### src/rtl/afifo_pkg.sv
// Shared types and helpers for the async FIFO write-side arbiter.
package afifo_pkg;

  typedef enum logic {
    IDLE  = 1'b0,
    BURST = 1'b1
  } arb_state_t;

  localparam int DATA_W_DEF = 8;

  // Index of the set bit; callers guarantee at most one bit is set.
  function automatic logic [3:0] onehot2idx(input logic [15:0] oh);
    logic [3:0] idx;
    idx = '0;
    for (int i = 0; i < 16; i++) begin
      if (oh[i]) idx = idx | 4'(i);
    end
    return idx;
  endfunction

endpackage

### src/rtl/afifo_rr_picker.sv
// Combinational round-robin picker: rotate past the last winner,
// priority-encode, then rotate the result back into requester space.
module afifo_rr_picker #(
  parameter int NREQ  = 4,
  parameter int IDX_W = $clog2(NREQ)
) (
  input  logic [NREQ-1:0]  i_req,
  input  logic [IDX_W-1:0] i_last_winner,
  output logic [IDX_W-1:0] o_winner,
  output logic             o_valid
);

  logic [NREQ-1:0] w_rot;
  int              w_start;
  int              w_pos;

  always_comb begin
    w_rot   = '0;
    w_pos   = 0;
    w_start = int'(i_last_winner) + 1;
    if (w_start >= NREQ) w_start = 0;
    for (int i = 0; i < NREQ; i++) begin
      w_rot[i] = i_req[(w_start + i) % NREQ];
    end
    for (int i = NREQ - 1; i >= 0; i--) begin
      if (w_rot[i]) w_pos = i;
    end
    o_valid  = |w_rot;
    o_winner = IDX_W'((w_start + w_pos) % NREQ);
  end

endmodule

### src/rtl/afifo_wr_arbiter.sv
// Write-side scheduler sharing one FIFO write port among NREQ requesters
// with round-robin arbitration, burst lock and full-flag backpressure.
//
// state | meaning
// IDLE  | no grant; arbitrate among pending requests
// BURST | one requester holds the write port until last, cap or abandon
module afifo_wr_arbiter
  import afifo_pkg::*;
#(
  parameter int NREQ      = 4,
  parameter int DATA_W    = DATA_W_DEF,
  parameter int MAX_BURST = 4
) (
  input  logic                     wrclk,
  input  logic                     arst_n,
  input  logic [NREQ-1:0]          req,
  input  logic [NREQ*DATA_W-1:0]   req_data,
  input  logic [NREQ-1:0]          req_last,
  input  logic                     wrfull,
  output logic [NREQ-1:0]          gnt,
  output logic [NREQ-1:0]          ack,
  output logic                     fifo_wr_en,
  output logic [DATA_W-1:0]        fifo_wdata,
  output logic                     busy,
  output logic [15:0]              beat_total
);

  localparam int IDX_W = $clog2(NREQ);
  localparam int CNT_W = (MAX_BURST > 1) ? $clog2(MAX_BURST) : 1;
  localparam logic [CNT_W-1:0] CNT_LAST = CNT_W'(MAX_BURST - 1);

  arb_state_t       r_state, w_state_nxt;
  logic [NREQ-1:0]  r_gnt, w_gnt_nxt;
  logic [CNT_W-1:0] r_beat_cnt, w_cnt_nxt;
  logic [IDX_W-1:0] r_last_winner, w_lw_nxt;
  logic [15:0]      r_beat_total;

  logic [IDX_W-1:0] w_idx;
  logic [IDX_W-1:0] w_pick;
  logic             w_pick_valid;
  logic             w_busy;
  logic             w_push;
  logic             w_release;

  afifo_rr_picker #(
    .NREQ  (NREQ),
    .IDX_W (IDX_W)
  ) u_picker (
    .i_req         (req),
    .i_last_winner (r_last_winner),
    .o_winner      (w_pick),
    .o_valid       (w_pick_valid)
  );

  assign w_busy    = (r_state == BURST);
  assign w_idx     = IDX_W'(onehot2idx(16'(r_gnt)));
  assign w_push    = w_busy & req[w_idx] & ~wrfull;
  // Abandon only counts when the grant is live and the requester has let go.
  assign w_release = (w_push & (req_last[w_idx] | (r_beat_cnt == CNT_LAST)))
                   | (w_busy & ~req[w_idx]);

  assign gnt        = r_gnt;
  assign ack        = w_push ? r_gnt : '0;
  assign fifo_wr_en = w_push;
  assign fifo_wdata = req_data[w_idx*DATA_W +: DATA_W];
  assign busy       = w_busy;
  assign beat_total = r_beat_total;

  always_comb begin
    w_state_nxt = r_state;
    w_gnt_nxt   = r_gnt;
    w_cnt_nxt   = r_beat_cnt;
    w_lw_nxt    = r_last_winner;
    case (r_state)
      IDLE: begin
        if (w_pick_valid) begin
          w_state_nxt = BURST;
          w_gnt_nxt   = NREQ'(1) << w_pick;
          w_cnt_nxt   = '0;
        end
      end
      BURST: begin
        if (w_release) begin
          w_state_nxt = IDLE;
          w_gnt_nxt   = '0;
          w_lw_nxt    = w_idx;
          w_cnt_nxt   = '0;
        end else if (w_push) begin
          w_cnt_nxt = r_beat_cnt + CNT_W'(1);
        end
      end
      default: begin
        w_state_nxt = IDLE;
        w_gnt_nxt   = '0;
        w_cnt_nxt   = '0;
      end
    endcase
  end

  always_ff @(posedge wrclk or negedge arst_n) begin
    if (!arst_n) begin
      r_state       <= IDLE;
      r_gnt         <= '0;
      r_beat_cnt    <= '0;
      r_last_winner <= IDX_W'(NREQ - 1);
    end else begin
      r_state       <= w_state_nxt;
      r_gnt         <= w_gnt_nxt;
      r_beat_cnt    <= w_cnt_nxt;
      r_last_winner <= w_lw_nxt;
    end
  end

  always_ff @(posedge wrclk or negedge arst_n) begin
    if (!arst_n) begin
      r_beat_total <= '0;
    end else if (w_push && (r_beat_total != 16'hFFFF)) begin
      r_beat_total <= r_beat_total + 16'd1;
    end
  end

  a_gnt_onehot: assert property (@(posedge wrclk) disable iff (!arst_n) $onehot0(gnt));
  a_wr_not_full: assert property (@(posedge wrclk) disable iff (!arst_n) fifo_wr_en |-> !wrfull);

endmodule

### config.mk
export PLATFORM = sky130hd
export DESIGN_NAME = afifo_wr_arbiter
export DESIGN_NICKNAME = d
export VERILOG_FILES = /design/src/rtl/afifo_pkg.sv /design/src/rtl/afifo_rr_picker.sv /design/src/rtl/afifo_wr_arbiter.sv
export SDC_FILE = /design/constraint.sdc
export NUM_CORES = 1
export LEC_CHECK = 0
export ABC_CLOCK_PERIOD_IN_PS = 3020
export BUFFER_PORTS_ARGS = -buffer_cell sky130_fd_sc_hd__buf_4
export CAP_MARGIN = 20
export CORE_ASPECT_RATIO = 1.4
export CORE_MARGIN = 2
export CORE_UTILIZATION = 51
export CTS_CLUSTER_SIZE = 40
export DETAILED_ROUTE_END_ITERATION = 10
export PLACE_DENSITY = 0.83
export SETUP_SLACK_MARGIN = 0.05
export SLEW_MARGIN = 20
export SYNTH_ARGS = -nofsm -noshare
export SYNTH_HDL_FRONTEND = slang
export SYNTH_HIERARCHICAL = 1
export SYNTH_SLANG_ARGS = --single-unit
### constraint.sdc
create_clock -name wrclk -period 3.02 [get_ports wrclk]
set_input_delay 0.453 -clock wrclk [delete_from_list [all_inputs] [get_ports wrclk]]
set_output_delay 0.453 -clock wrclk [all_outputs]
set_load 0.03 [all_outputs]
==> flow_metrics.env <==
export IMPL_ys_types=49
export IMPL_mostFrequentLayoutCell="buf_4"
export IMPL_drive_gt1_share_pct=35.8
export IMPL_finalCritPeriodShare_pct=88.3
export IMPL_critPathLaunchType="flip-flop"
export IMPL_die_area_sq_um=3930
export IMPL_seq_area_sq_um=628
export IMPL_insertion_delay_ns=0.27
export IMPL_relSlewSlack_pct=56.1
export IMPL_drt_iter0_drc=37
export IMPL_vias_per_cell=5.62
export IMPL_fin_area_sq_um=2390
export IMPL_setup_violations=0
export IMPL_area_delta_synth_final_pct=36.3
export IMPL_synthCells=199
export IMPL_cap_violations=0
export IMPL_final_core_utilization_pct=71.3
export IMPL_die_w_microns=53.5
export IMPL_grt_max_degree=26
export IMPL_sw_frac_of_total_pct=49.8
export IMPL_clkPwrFrac_pct=9.4
export IMPL_avgRoutedWirePerCell_microns=14.0
export IMPL_grt_overflow_total=0
export IMPL_ir_worst_vdd_v=0.000709
export IMPL_p_seq_share_pct=27.4
export IMPL_synth_top_cell_area_share_pct=32.9
export IMPL_syn_area_sq_um=1750
export IMPL_finalNetCount=321
export IMPL_grt_pass1_wl_mm=7.04
export IMPL_max_freq_ghz=0.375
export IMPL_clock_sinks=25
export IMPL_syn_area_per_cell_sq_um=8.80
export IMPL_path_clk_slew_ns=0.08
export IMPL_core_region_area_sq_um=3350
export IMPL_ys_top_cells_by_area="dfrtp_1 (33%), mux2i_1 (6.3%), xor2_1 (5.5%)"
export IMPL_outcome="completed"
export IMPL_min_period_ns=2.67
export IMPL_dieHeight_microns=73.3
export IMPL_first_pass_iters=4
export IMPL_synth_main_ff_cell="dfrtp_1"
export IMPL_final_max_slew_viol_count=0
export IMPL_switchingPower_mw=1.03
export IMPL_cpPeakStageDelay_ns=0.65
export IMPL_wl_mm=4.40
export IMPL_numCtsBuffers=3
export IMPL_hpwl_mm=3.45
export IMPL_r2r_slack_ns=0.83
export IMPL_cp_top_family="simple AND/OR/NAND/NOR gates"
export IMPL_grt_pass1_vias=1688
export IMPL_path_max_fanout=17
export IMPL_cp_data_required_time_ns=2.57
export IMPL_ys_warn_count=6
export IMPL_drc=0
export IMPL_fill_cells=261
export IMPL_setup_tns_ns=0
export IMPL_synth_edf_count=0
export IMPL_ys_seq_elements=25
export IMPL_fin_skew_ns=0.00211
export IMPL_crit_buf_inv=2
export IMPL_async_reset_ff_share_pct=100
export IMPL_hold_viol_final=0
export IMPL_rows=25
export IMPL_antenna_found_initial=0
export IMPL_syn_nets=245
export IMPL_antenna_left=0
export IMPL_cp_data_arrival_time_ns=2.21
export IMPL_final_cell_mix="buf_4 (77), nor2_1 (24), nand2_1 (23), dfrtp_1 (23), o21ai_0 (12)"
export IMPL_ctsHoldBuffers=0
export IMPL_hold_class="in -> async"
export IMPL_port_buffers=76
export IMPL_cts_resized_gates=0
export IMPL_postCtsSetupRepairBufs=0
export IMPL_grt_setup_unrepaired="no"
export IMPL_dpl_worst_slack_ns=0.648
export IMPL_ios=77
export IMPL_seq_area_frac_synth_pct=35.9
export IMPL_vias=1764
export IMPL_synth_top_cell_by_area="dfrtp_1"
export IMPL_worstSetupPathType="reg -> out"
export IMPL_worst_slack_ns=0.354
export IMPL_antenna_cells=0
export IMPL_track_usage_pct=23.3
export IMPL_multi_input_area_sq_um=1050
export IMPL_start_util_pct=52.3
export IMPL_tightest_slew_ns=0.655
export IMPL_combPwrFrac_pct=63.2
export IMPL_ctsHtreeMaxLevel=1
export IMPL_powerDensity_nw_per_um2=864
export IMPL_cpMaxStageDelayCell="nor4b_1"
export IMPL_crit_path_cell_trace="nor4b_1, nor3b_4, nand3_4, inv_1, and2_1, buf_4"
export IMPL_root_buffer="clkbuf_8"
export IMPL_tritoncts="built"
export IMPL_endpoint_kind="output pin"
export IMPL_place_gp_congestion=0.873
export IMPL_leakagePower_nw=1.18
export IMPL_placed_area_sq_um=2340
export IMPL_p_int_mw=1.03
export IMPL_cts_max_path_buffers=2
-- through the flow --
| stage | cells | power [mW] | hold WS (ns) |
|---|---|---|---|
| after detailed placement | 310 | 1.87 | 0.371 |
| final | 314 | 2.06 | 0.0701 |
| after floorplan | 199 | 1.44 | 0.157 |
| after global routing | 314 | 2.21 | 0.0918 |
| after CTS | 314 | 2.07 | 0.0821 |
| after global placement | 310 | 1.85 | 0.366 |
-- worst register-to-register path, stage by stage, from the launching register on --
cell and delay [ns]:
dfrtp_1 0.43, ha_1 0.23, inv_1 0.09, or3_4 0.44, nor3_4 0.45, nor2_1 0.15
mux2_2 0.30
-- power groups by stage --
stage          registers, mW  clock network (mW)  logic (mW)
2_1_floorplan          0.627                   0       0.809
3_3_place_gp           0.563                   0        1.28
3_5_place_dp           0.570                   0        1.30
4_1_cts                0.563               0.196        1.31
5_1_grt                0.583               0.209        1.42
6_report               0.565               0.193        1.30
-- final cells by class --
type / count / area share, %
Tap cell: 40 / 2.10
Inverter: 9 / 1.42
Multi-Input combinational cell: 159 / 44.1
Clock buffer: 4 / 1.89
Sequential cell: 25 / 26.3
Timing Repair Buffer: 77 / 24.2
-- state kept, by name (all words and copies together), names as in the netlist --
name / count
r_beat_cnt: 2
busy: 1
gnt: 4
r_last_winner: 2
beat_total: 16
-- routing by layer --
layer	track usage, %	vias to the layer above	share of wire (%)	routed length (microns)
met4	7.69	0	1.8	78
li1	-	858	-	-
met2	42.7	73	52	2290
met3	3.25	9	8.3	367
met5	0	-	0	0
met1	27.1	824	38	1670
-- synthesized netlist by cell type, drive strengths merged (2+ instances only) --
| master | n |
|---|---|
| nor2 | 24 |
| a21oi | 10 |
| nor3 | 6 |
| o22ai | 4 |
| xnor2 | 2 |
| or3 | 2 |
| mux2i | 11 |
| nand2b | 2 |
| dfrtp | 23 |
| nor4 | 7 |
| nor3b | 2 |
| ha | 3 |
| mux2 | 5 |
| and2 | 2 |
| buf | 3 |
| inv | 9 |
| nand2 | 23 |
| xor2 | 11 |
| nor4b | 2 |
| a211oi | 2 |
| dfstp | 2 |
| or2 | 3 |
| o21ai | 13 |
| nand4 | 2 |
| a32o | 2 |
| nand3 | 8 |
| clkbuf | 3 |
-- cells by family (layout without fill, tap and decap cells) --
kind of cell,count (synthesis),in the layout,share of synthesized area [%]
simple gates,90,90,29.0
fa+ha+maj,3,3,2.14
flops,25,25,35.9
xor+xnor,13,13,6.50
compound gates,37,37,12.9
mux,16,16,9.50
buf+inv,15,90,4.07
-- final timing paths --
path                                                  from                            to  depth (start not counted)
min in group wrclk              beat_total[13]$_DFFE_PN0P_    beat_total[13]$_DFFE_PN0P_                          1
worst max-delay path                    gnt[3]$_DFFE_PN0P_                        ack[0]                          6
max in group asynchronous                           arst_n  r_last_winner[1]$_DFFE_PN1P_                          1
worst max register to register   beat_total[0]$_DFFE_PN0P_     beat_total[1]$_DFFE_PN0P_                          6
worst min register to register  beat_total[13]$_DFFE_PN0P_    beat_total[13]$_DFFE_PN0P_                          1
worst min-delay path                                arst_n     beat_total[6]$_DFFE_PN0P_                          1
Note: power is estimated with default switching activity, not from simulation.
